--- config.mk ---
export PLATFORM = sky130hd
export DESIGN_NAME = write_back_stage
export DESIGN_NICKNAME = d
export VERILOG_FILES = /design/src/rtl/write_back_stage.sv
export SDC_FILE = /design/constraint.sdc
export NUM_CORES = 1
export LEC_CHECK = 0
export BUFFER_PORTS_ARGS = -buffer_cell sky130_fd_sc_hd__buf_2
export CORE_UTILIZATION = 46
export DETAILED_ROUTE_END_ITERATION = 10
export PLACE_DENSITY = 0.78
export SKIP_CTS_REPAIR_TIMING = 1
export SYNTH_ARGS = -nofsm -noshare
export SYNTH_HDL_FRONTEND = slang
export SYNTH_SLANG_ARGS = --single-unit
export TNS_END_PERCENT = 10
--- constraint.sdc ---
create_clock -name clock -period 2.5 [get_ports clock]
set_input_delay 0.25 -clock clock [delete_from_list [all_inputs] [get_ports clock]]
set_output_delay 0.25 -clock clock [all_outputs]
set_load 0.02 [all_outputs]
--- src/rtl/write_back_stage.sv ---
// Final pipeline stage: commits execute results to the register file, flags and memory.
// Multi-cycle commits (upper-word writes, stores awaiting mem_ready) stall upstream via in_hold.
module write_back_stage #(
    parameter int DATA_WIDTH = 32,
    parameter int REG_BITS   = 5
) (
    input  logic                  clock,
    input  logic                  reset,
    input  logic                  in_valid,
    output logic                  in_hold,
    input  logic [DATA_WIDTH-1:0] in_pc,
    input  logic [REG_BITS-1:0]   in_destination_register,
    input  logic                  in_is_writing_memory,
    input  logic [3:0]            in_flags,
    input  logic [DATA_WIDTH-1:0] in_destination_value,
    input  logic                  in_has_upper_value,
    input  logic [DATA_WIDTH-1:0] in_upper_value,
    input  logic [DATA_WIDTH-1:0] in_adjustment_value,
    input  logic                  in_has_flushed,
    output logic [REG_BITS-1:0]   reg_read_index,
    input  logic [DATA_WIDTH-1:0] reg_read_value,
    output logic                  reg_write_enable,
    output logic [REG_BITS-1:0]   reg_write_index,
    output logic [DATA_WIDTH-1:0] reg_write_value,
    output logic                  flags_write_enable,
    output logic [3:0]            flags_value,
    output logic                  mem_request,
    output logic [DATA_WIDTH-1:0] mem_address,
    output logic [DATA_WIDTH-1:0] mem_write_data,
    input  logic                  mem_ready,
    output logic                  retire_valid,
    output logic [DATA_WIDTH-1:0] retire_pc
);

    typedef enum logic [1:0] {
        IDLE     = 2'd0,
        UPPER    = 2'd1,
        MEM_WAIT = 2'd2
    } state_t;

    state_t                state_q, state_d;
    logic                  reg_we_q, reg_we_d;
    logic [REG_BITS-1:0]   reg_idx_q, reg_idx_d;
    logic [DATA_WIDTH-1:0] reg_val_q, reg_val_d;
    logic                  flags_we_q, flags_we_d;
    logic [3:0]            flags_val_q, flags_val_d;
    logic                  mem_req_q, mem_req_d;
    logic [DATA_WIDTH-1:0] mem_addr_q, mem_addr_d;
    logic [DATA_WIDTH-1:0] mem_data_q, mem_data_d;
    logic                  retire_q, retire_d;
    logic [DATA_WIDTH-1:0] retire_pc_q, retire_pc_d;
    logic [DATA_WIDTH-1:0] pend_pc_q, pend_pc_d;
    logic [REG_BITS-1:0]   up_idx_q, up_idx_d;
    logic [DATA_WIDTH-1:0] up_val_q, up_val_d;

    assign in_hold            = (state_q != IDLE);
    assign reg_read_index     = in_destination_register;
    assign reg_write_enable   = reg_we_q;
    assign reg_write_index    = reg_idx_q;
    assign reg_write_value    = reg_val_q;
    assign flags_write_enable = flags_we_q;
    assign flags_value        = flags_val_q;
    assign mem_request        = mem_req_q;
    assign mem_address        = mem_addr_q;
    assign mem_write_data     = mem_data_q;
    assign retire_valid       = retire_q;
    assign retire_pc          = retire_pc_q;

    // Next-state and registered-output computation; strobes default low, data holds.
    always_comb begin
        state_d     = state_q;
        reg_we_d    = 1'b0;
        reg_idx_d   = reg_idx_q;
        reg_val_d   = reg_val_q;
        flags_we_d  = 1'b0;
        flags_val_d = flags_val_q;
        mem_req_d   = mem_req_q;
        mem_addr_d  = mem_addr_q;
        mem_data_d  = mem_data_q;
        retire_d    = 1'b0;
        retire_pc_d = retire_pc_q;
        pend_pc_d   = pend_pc_q;
        up_idx_d    = up_idx_q;
        up_val_d    = up_val_q;
        case (state_q)
            IDLE: begin
                if (in_valid && !in_has_flushed) begin
                    if (in_is_writing_memory) begin
                        mem_req_d  = 1'b1;
                        mem_addr_d = reg_read_value + in_adjustment_value;
                        mem_data_d = in_destination_value;
                        pend_pc_d  = in_pc;
                        state_d    = MEM_WAIT;
                    end else begin
                        reg_we_d    = (in_destination_register != {REG_BITS{1'b0}});
                        reg_idx_d   = in_destination_register;
                        reg_val_d   = in_destination_value;
                        flags_we_d  = 1'b1;
                        flags_val_d = in_flags;
                        if (in_has_upper_value) begin
                            // Index wraps modulo 2^REG_BITS, so dest 31 lands on the discard register.
                            up_idx_d  = in_destination_register + {{(REG_BITS-1){1'b0}}, 1'b1};
                            up_val_d  = in_upper_value;
                            pend_pc_d = in_pc;
                            state_d   = UPPER;
                        end else begin
                            retire_d    = 1'b1;
                            retire_pc_d = in_pc;
                        end
                    end
                end else begin
                    state_d = IDLE;
                end
            end
            UPPER: begin
                reg_we_d    = (up_idx_q != {REG_BITS{1'b0}});
                reg_idx_d   = up_idx_q;
                reg_val_d   = up_val_q;
                retire_d    = 1'b1;
                retire_pc_d = pend_pc_q;
                state_d     = IDLE;
            end
            MEM_WAIT: begin
                if (mem_ready) begin
                    mem_req_d   = 1'b0;
                    retire_d    = 1'b1;
                    retire_pc_d = pend_pc_q;
                    state_d     = IDLE;
                end else begin
                    state_d = MEM_WAIT;
                end
            end
            default: begin
                state_d   = IDLE;
                mem_req_d = 1'b0;
            end
        endcase
    end

    // State and output registers with synchronous reset.
    always_ff @(posedge clock) begin
        if (reset) begin
            state_q     <= IDLE;
            reg_we_q    <= 1'b0;
            reg_idx_q   <= {REG_BITS{1'b0}};
            reg_val_q   <= {DATA_WIDTH{1'b0}};
            flags_we_q  <= 1'b0;
            flags_val_q <= 4'd0;
            mem_req_q   <= 1'b0;
            mem_addr_q  <= {DATA_WIDTH{1'b0}};
            mem_data_q  <= {DATA_WIDTH{1'b0}};
            retire_q    <= 1'b0;
            retire_pc_q <= {DATA_WIDTH{1'b0}};
            pend_pc_q   <= {DATA_WIDTH{1'b0}};
            up_idx_q    <= {REG_BITS{1'b0}};
            up_val_q    <= {DATA_WIDTH{1'b0}};
        end else begin
            state_q     <= state_d;
            reg_we_q    <= reg_we_d;
            reg_idx_q   <= reg_idx_d;
            reg_val_q   <= reg_val_d;
            flags_we_q  <= flags_we_d;
            flags_val_q <= flags_val_d;
            mem_req_q   <= mem_req_d;
            mem_addr_q  <= mem_addr_d;
            mem_data_q  <= mem_data_d;
            retire_q    <= retire_d;
            retire_pc_q <= retire_pc_d;
            pend_pc_q   <= pend_pc_d;
            up_idx_q    <= up_idx_d;
            up_val_q    <= up_val_d;
        end
    end

endmodule

* Word level (Yosys, flattened, before mapping) *
Cells that the tools add are included.

storage, ports and cells
  output and inout bits = 147
  register bits = 212
  logic and storage cells = 76

operators by class
  equal/unequal tests = 8
  bitwise logic cells = 4
  mux-type cells = 31
  reductions and logical operators = 17
  $add $sub $neg = 2

operators with widths
  cell                 number
  $mux 32              8
  $pmux 32 s3          1
  $pmux 32 s2          1
  $add 32x32->32       1
  $reduce_and 3->1     4
  $mux 1               10
  $mux 5               2
  $ne 2x2->1 const B   5
  $pmux 5 s2           1
  $reduce_bool 5->1    2
  $mux 2               4
  $reduce_and 4->1     2
  $pmux 1 s3           2
  $reduce_bool 2->1    3
  $add 5x1->5 const B  1
  $reduce_and 5->1     1
  $ne 4x4->1 const B   1
  $not 1->1            4
  $pmux 2 s2           1
  $reduce_bool 3->1    1
  $reduce_or 3->1      1
  $eq 2x1->1 const B   1
  $eq 2x2->1 const B   1
  $logic_not 2->1      1
  other kinds (3)      3

* Logic depth before layout (Yosys ltp) *
Gate-level depths: netlist (run 1).

  word-level depth = 4
  gate-level depth with buffers = 10
  depth with buffers taken out = 10

* Least setup slack after synthesis (run 1) *
No wires, ideal clock.

  path kind = input to register
  start = in in_adjustment_value[0]
  end = reg mem_addr_q[30] (netlist: mem_address[30])
  path buffers = 0
  stages on the path = 10
  arrival = 2.364 ns
  library setup time = 0.120 ns
  slack = 0.017 ns
  path through = ha_1 -> fa_1 -> a21o_1 -> and3_2 -> o21ai_2 -> nand2_2 -> o21a_2 -> a211o_1 -> a21o_1 -> a211o_1

between the ends
  cells in the longest elaborated chain, start to end = 1

RTL lines
  what                    line  source
  start: declaration      18    input logic [DATA_WIDTH-1:0] in_adjustment_value,
  $add 32x32->32          90    mem_addr_d = reg_read_value + in_adjustment_value;
  end signal: assignment  150   mem_addr_q <= {DATA_WIDTH{1'b0}};
  end signal: assignment  165   mem_addr_q <= mem_addr_d;
  end: declaration        48    logic [DATA_WIDTH-1:0] mem_addr_q, mem_addr_d;

Every way passes these cells.
A chain may end at the register's enable or synchronous reset.

* Worst setup path in the final report (run 1) *
  start = in in_adjustment_value[0]
  end = reg mem_addr_q[16] (netlist: mem_address[16])

Same word-level chain as after synthesis.

==> results of run 1 <==
==> kinds of logic after synthesis <==
family / Yosys count / share of synthesized area, %
AO/OA/AOI/OAI: 308 / 19.7
multiplexers: 71 / 7.24
adder cells (fa/ha/maj): 38 / 4.92
buffers and inverters: 96 / 4.17
XOR/XNOR: 27 / 2.41
AND/OR/NAND/NOR: 436 / 18.3
flip-flops: 212 / 43.3
==> layout make-up <==
cell class / instances / area, um^2
diodes: 5 / 12.5
clock buffers: 31 / 667
clock inverters: 10 / 151
fillers: 1744 / 7450
inverters: 11 / 41.3
multi-input cells: 880 / 5180
flip-flops and latches: 212 / 4240
well taps: 275 / 344
repair buffers: 453 / 2860
==> cell usage in the layout (no fill, tap or decap), types with 4 or more instances in the layout <==
cell | Yosys | routed
a211o_1 | 6 | 6
a211oi_1 | 84 | 84
a21o_1 | 10 | 9
a21oi_1 | 155 | 155
buf_12 | 0 | 5
buf_2 | 2 | 321
buf_4 | 5 | 47
clkbuf_16 | 0 | 24
clkbuf_8 | 2 | 4
clkinv_2 | 0 | 4
dfxtp_1 | 212 | 212
diode_2 | 0 | 5
dlygate4sd3_1 | 0 | 79
ha_1 | 37 | 35
inv_1 | 11 | 11
mux2i_1 | 71 | 71
nand2_1 | 271 | 270
nand3_1 | 9 | 9
nand3b_1 | 5 | 5
nand4_1 | 4 | 4
nor2_1 | 99 | 97
nor2b_1 | 6 | 6
nor3_1 | 13 | 13
o21ai_0 | 14 | 14
o21bai_1 | 8 | 8
xnor2_1 | 17 | 17
xor2_1 | 10 | 10
==> metrics by stage <==
step	setup WS, ps	instances	total power (uW)	utilization (%)
floorplan	16.5	1188	4560	-
global placement	-154	1752	5080	56.7
detailed placement	-167	1752	5110	56.7
CTS	336	1793	8730	60.6
global route	110	1877	9150	64.4
finish	312	1877	8790	64.4
==> how the worst min path moves through the flow <==
| stage | startpoint | to | slack (ps) | cells after the start |
|---|---|---|---|---|
| 2_1_floorplan | in_destination_register[0] | up_idx_q[0]$_SDFFE_PP0P_ | 350 | 1 |
| 3_3_place_gp | mem_address[6]$_SDFFE_PP0P_ | mem_address[6]$_SDFFE_PP0P_ | 440 | 2 |
| 3_5_place_dp | mem_address[5]$_SDFFE_PP0P_ | mem_address[5]$_SDFFE_PP0P_ | 440 | 2 |
| 4_1_cts | in_upper_value[30] | up_val_q[30]$_SDFFE_PP0P_ | -60 | 3 |
| 5_1_grt | in_upper_value[4] | up_val_q[4]$_SDFFE_PP0P_ | 2 | 3 |
| 6_report | in_upper_value[17] | up_val_q[17]$_SDFFE_PP0P_ | -20 | 3 |
==> where the power goes <==
| group | internal [uW] | switching, uW |
|---|---|---|
| Combinational | 683 | 885 |
| Sequential | 3520 | 75.0 |
| Clock | 2200 | 1430 |
==> sequential cells by signal, indices dropped and copies added, names as in the netlist <==
register            count
mem_address            32
mem_write_data         32
pend_pc_q              32
reg_write_value        32
retire_pc              32
up_val_q               32
reg_write_index         5
up_idx_q                5
flags_value             4
state_q                 2
flags_write_enable      1
mem_request             1
reg_write_enable        1
retire_valid            1
==> worst max-delay path: cells and delay by family <==
kind	cells	cell delay, ps
adder cells (fa/ha/maj)	2	600
AND/OR/NAND/NOR	3	710
buffers and inverters	1	100
XOR/XNOR	1	140
AO/OA/AOI/OAI	4	810
==> metal layers <==
layer / track usage [%] / vias to the layer above
met2: 41.5 / 402
met5: 0 / -
li1: - / 4931
met3: 6.60 / 94
met4: 8.92 / 0
met1: 30.1 / 4720
==> flow_summary.ini, run 1 <==
[timing]
fmax_mhz = 457
fin_worst_skew_ps = 14.2
drv_slew = 0
finalSetupViolations = 0
worst_pin_slew_ps = 817
final_hold_viol_count = 9
rsz0062_at_grt = false
fin_setup_tns_ps = 0
slew_headroom_pct = 45.5
holdWs_ps = -22.8
finalCritPeriodShare_pct = 87.5
period_needed_ps = 2190

[setup_path]
reg2regPathDepth = 8
r2r-start = state_q[1]$_SDFFE_PP0P_
endpoint_kind = register
r2r_slack_ps = 380
cp.arrival_ps = 2620
setup.worst_path.class = input port to register
crit_path_start = in_adjustment_value[0]
max_stage_delay_ps = 390
critPathSlowestCell = fa_1
crit_end = mem_address[16]$_SDFFE_PP0P_
cp-start-kind = input port
worstPathMaxFanout = 4
reg2reg_to = reg_write_value[15]$_SDFFE_PP0P_
crit_chain = buf_2, ha_1, fa_1, a21o_1, and3_2, o21a_2, or3_1, a211oi_2, xnor2_1, nand2_1, a21oi_1
cp.required_ps = 2930

[logic_synthesis]
ys.flop_type = dfxtp_1
avgSynthCellArea_um2 = 8.26
synthesis.nets = 1402
yosysSeqAreaShare_pct = 43.3
syn_area_mm2 = 0.00981
synth_top_area_share_pct = 43.3
synthTopCellsByArea = dfxtp_1 43%, nand2_1 10%, a21oi_1 7.9%, mux2i_1 7.2%, a211oi_1 6.4%
yosys_warnings = 0
synth_most_common_cell = nand2_1
postSynthCellCount = 1188
synth-seq-cells = 212
yosysTopAreaCell = dfxtp_1
synth_commonest_cells = 271 x nand2_1, 212 x dfxtp_1, 155 x a21oi_1, 99 x nor2_1, 84 x a211oi_1
async_flop_share_pct = 0
synth_edf_count = 0
synth_cell_types = 59

[route]
postRouteAntennaNets = 0
wl_met3_mm = 2.26
wl_met2_mm = 14.6
drc = 0
drt_wl_total_mm = 30.3
drtIter0Drc = 506
vias_per_cell = 5.41
dr.max_layer_used = met4
vias = 10100
wl_per_cell_um = 16.1
first_pass_iters = 5
m1WireLength_mm = 12.1

[finish]
areaGrowthSynthToFinish_pct = 37.6
drive_above_1_share_pct = 27.2
layout.nets = 1796
design_area_mm2 = 0.0135

[floorplan]
ios = 323
initial_core_util_pct = 46.8
dieArea_mm2 = 0.0219
coreArea_mm2 = 0.0210
die_h_um = 148
fp-row-count = 53
fp.dieW_um = 148

[placement]
port-buffer-count = 322
gp_congestion = 0.920
placed_area_mm2 = 0.0119
place.detailed.hpwl_mm = 20.0

[cts]
worstSkewPairLatency_ps = 520
cts_tree = yes
clkTransAtPathRegs_ps = 60
clock_path_buffers = 3
htree_levels = 1
cts_made_buffers = 24
clock-root-buffer = clkbuf_16
clock-sinks = 212

[global_routing]
overflow = 0
grt_max_degree = 104
grt_antenna_before_repair = 5
grt_pass1_wl_mm = 44.5
grt_usage_pct = 24.6
grt_pass1_vias = 8996

[status]
violations = negative hold slack
status = complete, but fails checks

[job]
cap_violations = 0

[power]
leakage_uw = 0.00574
cellPowerDensity_mw_per_mm2 = 651
vdd_drop_max_mv = 0.559

[hold_path]
hp-class = input port to register
(Power assumes the default switching activity.)
==> run 2, diff against run 1 <==
CORE_ASPECT_RATIO = 0.75   (was unset)
SLEW_MARGIN = 0   (was unset)
==> flow_summary.ini, run 2 (same netlist as run 1, synthesis figures left out) <==
[cts]
clock-root-buffer = clkbuf_16
cts_made_buffers = 22
clock_path_buffers = 3
cts_tree = yes
worstSkewPairLatency_ps = 500
clock-sinks = 212
htree_levels = 1
clkTransAtPathRegs_ps = 60

[timing]
slew_headroom_pct = 58.9
layout_setup_ws_ps = 245
holdWs_ps = -18.2
finalSetupViolations = 0
drv_slew = 0
period_needed_ps = 2250
worst_pin_slew_ps = 617
final_hold_viol_count = 15
fmax_mhz = 444
fin_setup_tns_ps = 0
fin_worst_skew_ps = 10.1
finalCritPeriodShare_pct = 90.2
rsz0062_at_grt = false

[route]
vias = 9722
drtIter0Drc = 760
drt_wl_total_mm = 29.7
wl_per_cell_um = 16.3
drc = 0
vias_per_cell = 5.34
first_pass_iters = 5
postRouteAntennaNets = 0

[setup_path]
cp.arrival_ps = 2650
cp.required_ps = 2890
cp-start-kind = input port
endpoint_kind = register
worstPathMaxFanout = 3
setup.worst_path.class = input port to register

[placement]
dp_slack_ps = -226
port-buffer-count = 322
place.detailed.hpwl_mm = 21.1
gp_congestion = 0.987
placed_area_mm2 = 0.0119

[finish]
layout_commonest_cell = buf_2
post-route-util_pct = 62.5
layout.nets = 1733
areaGrowthSynthToFinish_pct = 30.8
drive_above_1_share_pct = 28.1
design_area_mm2 = 0.0128
fillers = 1787
mostFrequentLayoutCells = 321 x buf_2, 270 x nand2_1, 212 x dfxtp_1

[global_routing]
overflow = 0
grt_pass1_wl_mm = 45.6
grt_max_degree = 81
grt_antenna_before_repair = 3
grt_usage_pct = 25.9
grt_pass1_vias = 9007

[power]
cellPowerDensity_mw_per_mm2 = 656
vdd_drop_max_mv = 0.557
power.total_uw = 8420
leakage_uw = 0.00545

[floorplan]
coreArea_mm2 = 0.0206
die_h_um = 128
ios = 323
fp.dieW_um = 171
dieArea_mm2 = 0.0219
fp-row-count = 45
initial_core_util_pct = 47.7

[job]
cap_violations = 0

[status]
status = complete, but fails checks
violations = negative hold slack

[hold_path]
hp-class = input port to register
[run 2: per-stage QoR]
| step | hold slack, ps | instances |
|---|---|---|
| 3_3_place_gp | 436 | 1758 |
| 3_5_place_dp | 443 | 1758 |
| 6_report | -18.2 | 1820 |
| 5_1_grt | -0.170 | 1816 |
| 2_1_floorplan | 346 | 1188 |
| 4_1_cts | -39.5 | 1797 |
[run 2: worst paths after layout]
check | start | end | slack [ps] | depth (start not counted)
min reg2reg | mem_address[18]$_SDFFE_PP0P_ | mem_address[18]$_SDFFE_PP0P_ | 450 | 2
max | in_adjustment_value[0] | mem_address[30]$_SDFFE_PP0P_ | 250 | 11
max reg2reg | state_q[0]$_SDFFE_PP0P_ | retire_pc[14]$_SDFFE_PP0P_ | 470 | 7
min | in_upper_value[30] | up_val_q[30]$_SDFFE_PP0P_ | -20 | 3
[run 2: critical path, cell delays in order]
cell     delay (ps)
buf_2           100
ha_1            210
fa_1            400
a21o_1          210
and3_2          240
o21ai_2         190
nand2_2          90
o21a_2          230
a211o_1         280
a21o_1          180
a211o_1         250
[run 2: final cells by class]
type                    instances  area [um^2]  share of cell area [%]
multi-input cells             880         5180                    40.4
diodes                          4         10.0                  0.0780
inverters                      11         41.3                   0.322
clock buffers                  30          621                    4.84
flip-flops and latches        212         4240                    33.1
well taps                     282          353                    2.75
clock inverters                 9          116                   0.907
repair buffers                392         2270                    17.7
[run 2: metal layers]
layer	vias up	part of all wire, %	routed length [um]	global-route usage [%]
li1	4786	-	-	-
met4	0	2.9	847	8.59
met5	-	0	0	0
met1	4467	43	12700	32.9
met3	59	9.7	2890	8.00
met2	410	45	13200	41.9
[run 2: power breakdown]
part           internal (uW)  leakage, uW  switching, uW
combinational            620      0.00337            881
clock                   1960     0.000360           1370
sequential              3520      0.00172           74.3
==> run 3, diff against run 2 <==
MAX_ROUTING_LAYER = met4   (was unset)
==> flow_summary.ini, run 3 (same netlist as run 1, synthesis figures left out) <==
[status]
status = complete, but fails checks
violations = negative hold slack

[global_routing]
grt_usage_pct = 26.4
grt_antenna_before_repair = 3
overflow = 0
grt_max_degree = 99
grt_pass1_vias = 8936
grt_pass1_wl_mm = 45.3

[placement]
place.detailed.hpwl_mm = 20.7
placed_area_mm2 = 0.0119
gp_congestion = 0.973
port-buffer-count = 322
place_inst = 1757

[finish]
layout.nets = 1755
layout_commonest_cell = buf_2
drive_above_1_share_pct = 27.9
finalNonFillerCells = 1842
areaGrowthSynthToFinish_pct = 33.9
fillers = 1741
mostFrequentLayoutCells = 321 x buf_2, 270 x nand2_1, 212 x dfxtp_1
seqCellArea_mm2 = 0.00424
multiInputGateArea_mm2 = 0.00518
post-route-util_pct = 64.0
design_area_mm2 = 0.0131

[floorplan]
die_h_um = 128
coreArea_mm2 = 0.0206
dieArea_mm2 = 0.0219
ios = 323
fp.dieW_um = 171
initial_core_util_pct = 47.7
fp-row-count = 45

[timing]
drv_slew = 0
holdWs_ps = -18.7
slew_headroom_pct = 49.2
finalSetupViolations = 0
fin_setup_tns_ps = 0
final_hold_viol_count = 11
rsz0062_at_grt = false
period_needed_ps = 2280
worst_pin_slew_ps = 762
finalCritPeriodShare_pct = 91.1
fin_worst_skew_ps = 22.8
fmax_mhz = 439

[setup_path]
cp-start-kind = input port
endpoint_kind = register
setup.worst_path.class = input port to register
worstPathMaxFanout = 3
cp.required_ps = 2910
cp.arrival_ps = 2680

[power]
leakage_uw = 0.00558
power.total_uw = 8710
cellPowerDensity_mw_per_mm2 = 663
vdd_drop_max_mv = 0.489

[cts]
clock-sinks = 212
cts_made_buffers = 22
clock-root-buffer = clkbuf_16
worstSkewPairLatency_ps = 510
clkTransAtPathRegs_ps = 60
clock_path_buffers = 3
htree_levels = 1
cts_tree = yes

[route]
drt_wl_total_mm = 29.9
vias_per_cell = 5.32
postRouteAntennaNets = 0
drc = 0
first_pass_iters = 6
wl_per_cell_um = 16.2
drtIter0Drc = 767
vias = 9792

[hold_path]
hp-class = input port to register

[job]
cap_violations = 0
==> run 3: layer usage <==
layer  up-vias  wire, um  global-route usage (%)
met5         -         0                       -
met4         0       603                    5.94
met3        45      2730                    7.66
met2       404     13500                    41.8
met1      4503     13100                    33.3
li1       4840         -                       -
==> run 3: path summary, 6_finish.rpt <==
check / cells past startpoint / endpoint / from / slack (ps)
max: 11 / mem_address[30]$_SDFFE_PP0P_ / in_adjustment_value[0] / 220
min reg2reg: 2 / mem_address[5]$_SDFFE_PP0P_ / mem_address[5]$_SDFFE_PP0P_ / 450
max reg2reg: 8 / mem_address[26]$_SDFFE_PP0P_ / state_q[0]$_SDFFE_PP0P_ / 470
min: 3 / flags_value[0]$_SDFFE_PP0P_ / in_flags[0] / -20
==> run 3: worst max-delay path: stages <==
cell and delay (ps):
buf_2 100, ha_1 210, fa_1 410, a21o_1 220
and3_2 250, o21ai_2 200, nand2_2 90, o21a_2 230
a211o_1 280, a21o_1 190, a211o_1 240
==> run 3: power breakdown <==
part,switching (uW),internal [uW],total (uW)
logic,888,645,1530
registers,73.3,3520,3600
clock network,1370,2210,3590
total,2330,6380,8710
==> run 3: layout make-up <==
type                       count  share of cell area (%)
clock inverter                11                    1.33
timing repair buffer         414                    19.0
multi-input combinational    880                    39.4
tap                          282                    2.68
antenna                        3                  0.0571
sequential                   212                    32.3
inverter                      11                   0.314
clock buffer                  29                    4.85
==> run 3: metrics by stage <==
step	worst slack (ps)	hold WS, ps
after floorplan	16.5	346
after global placement	-171	436
after detailed placement	-233	442
after CTS	307	-38.9
after global routing	165	0.843
final	223	-18.7
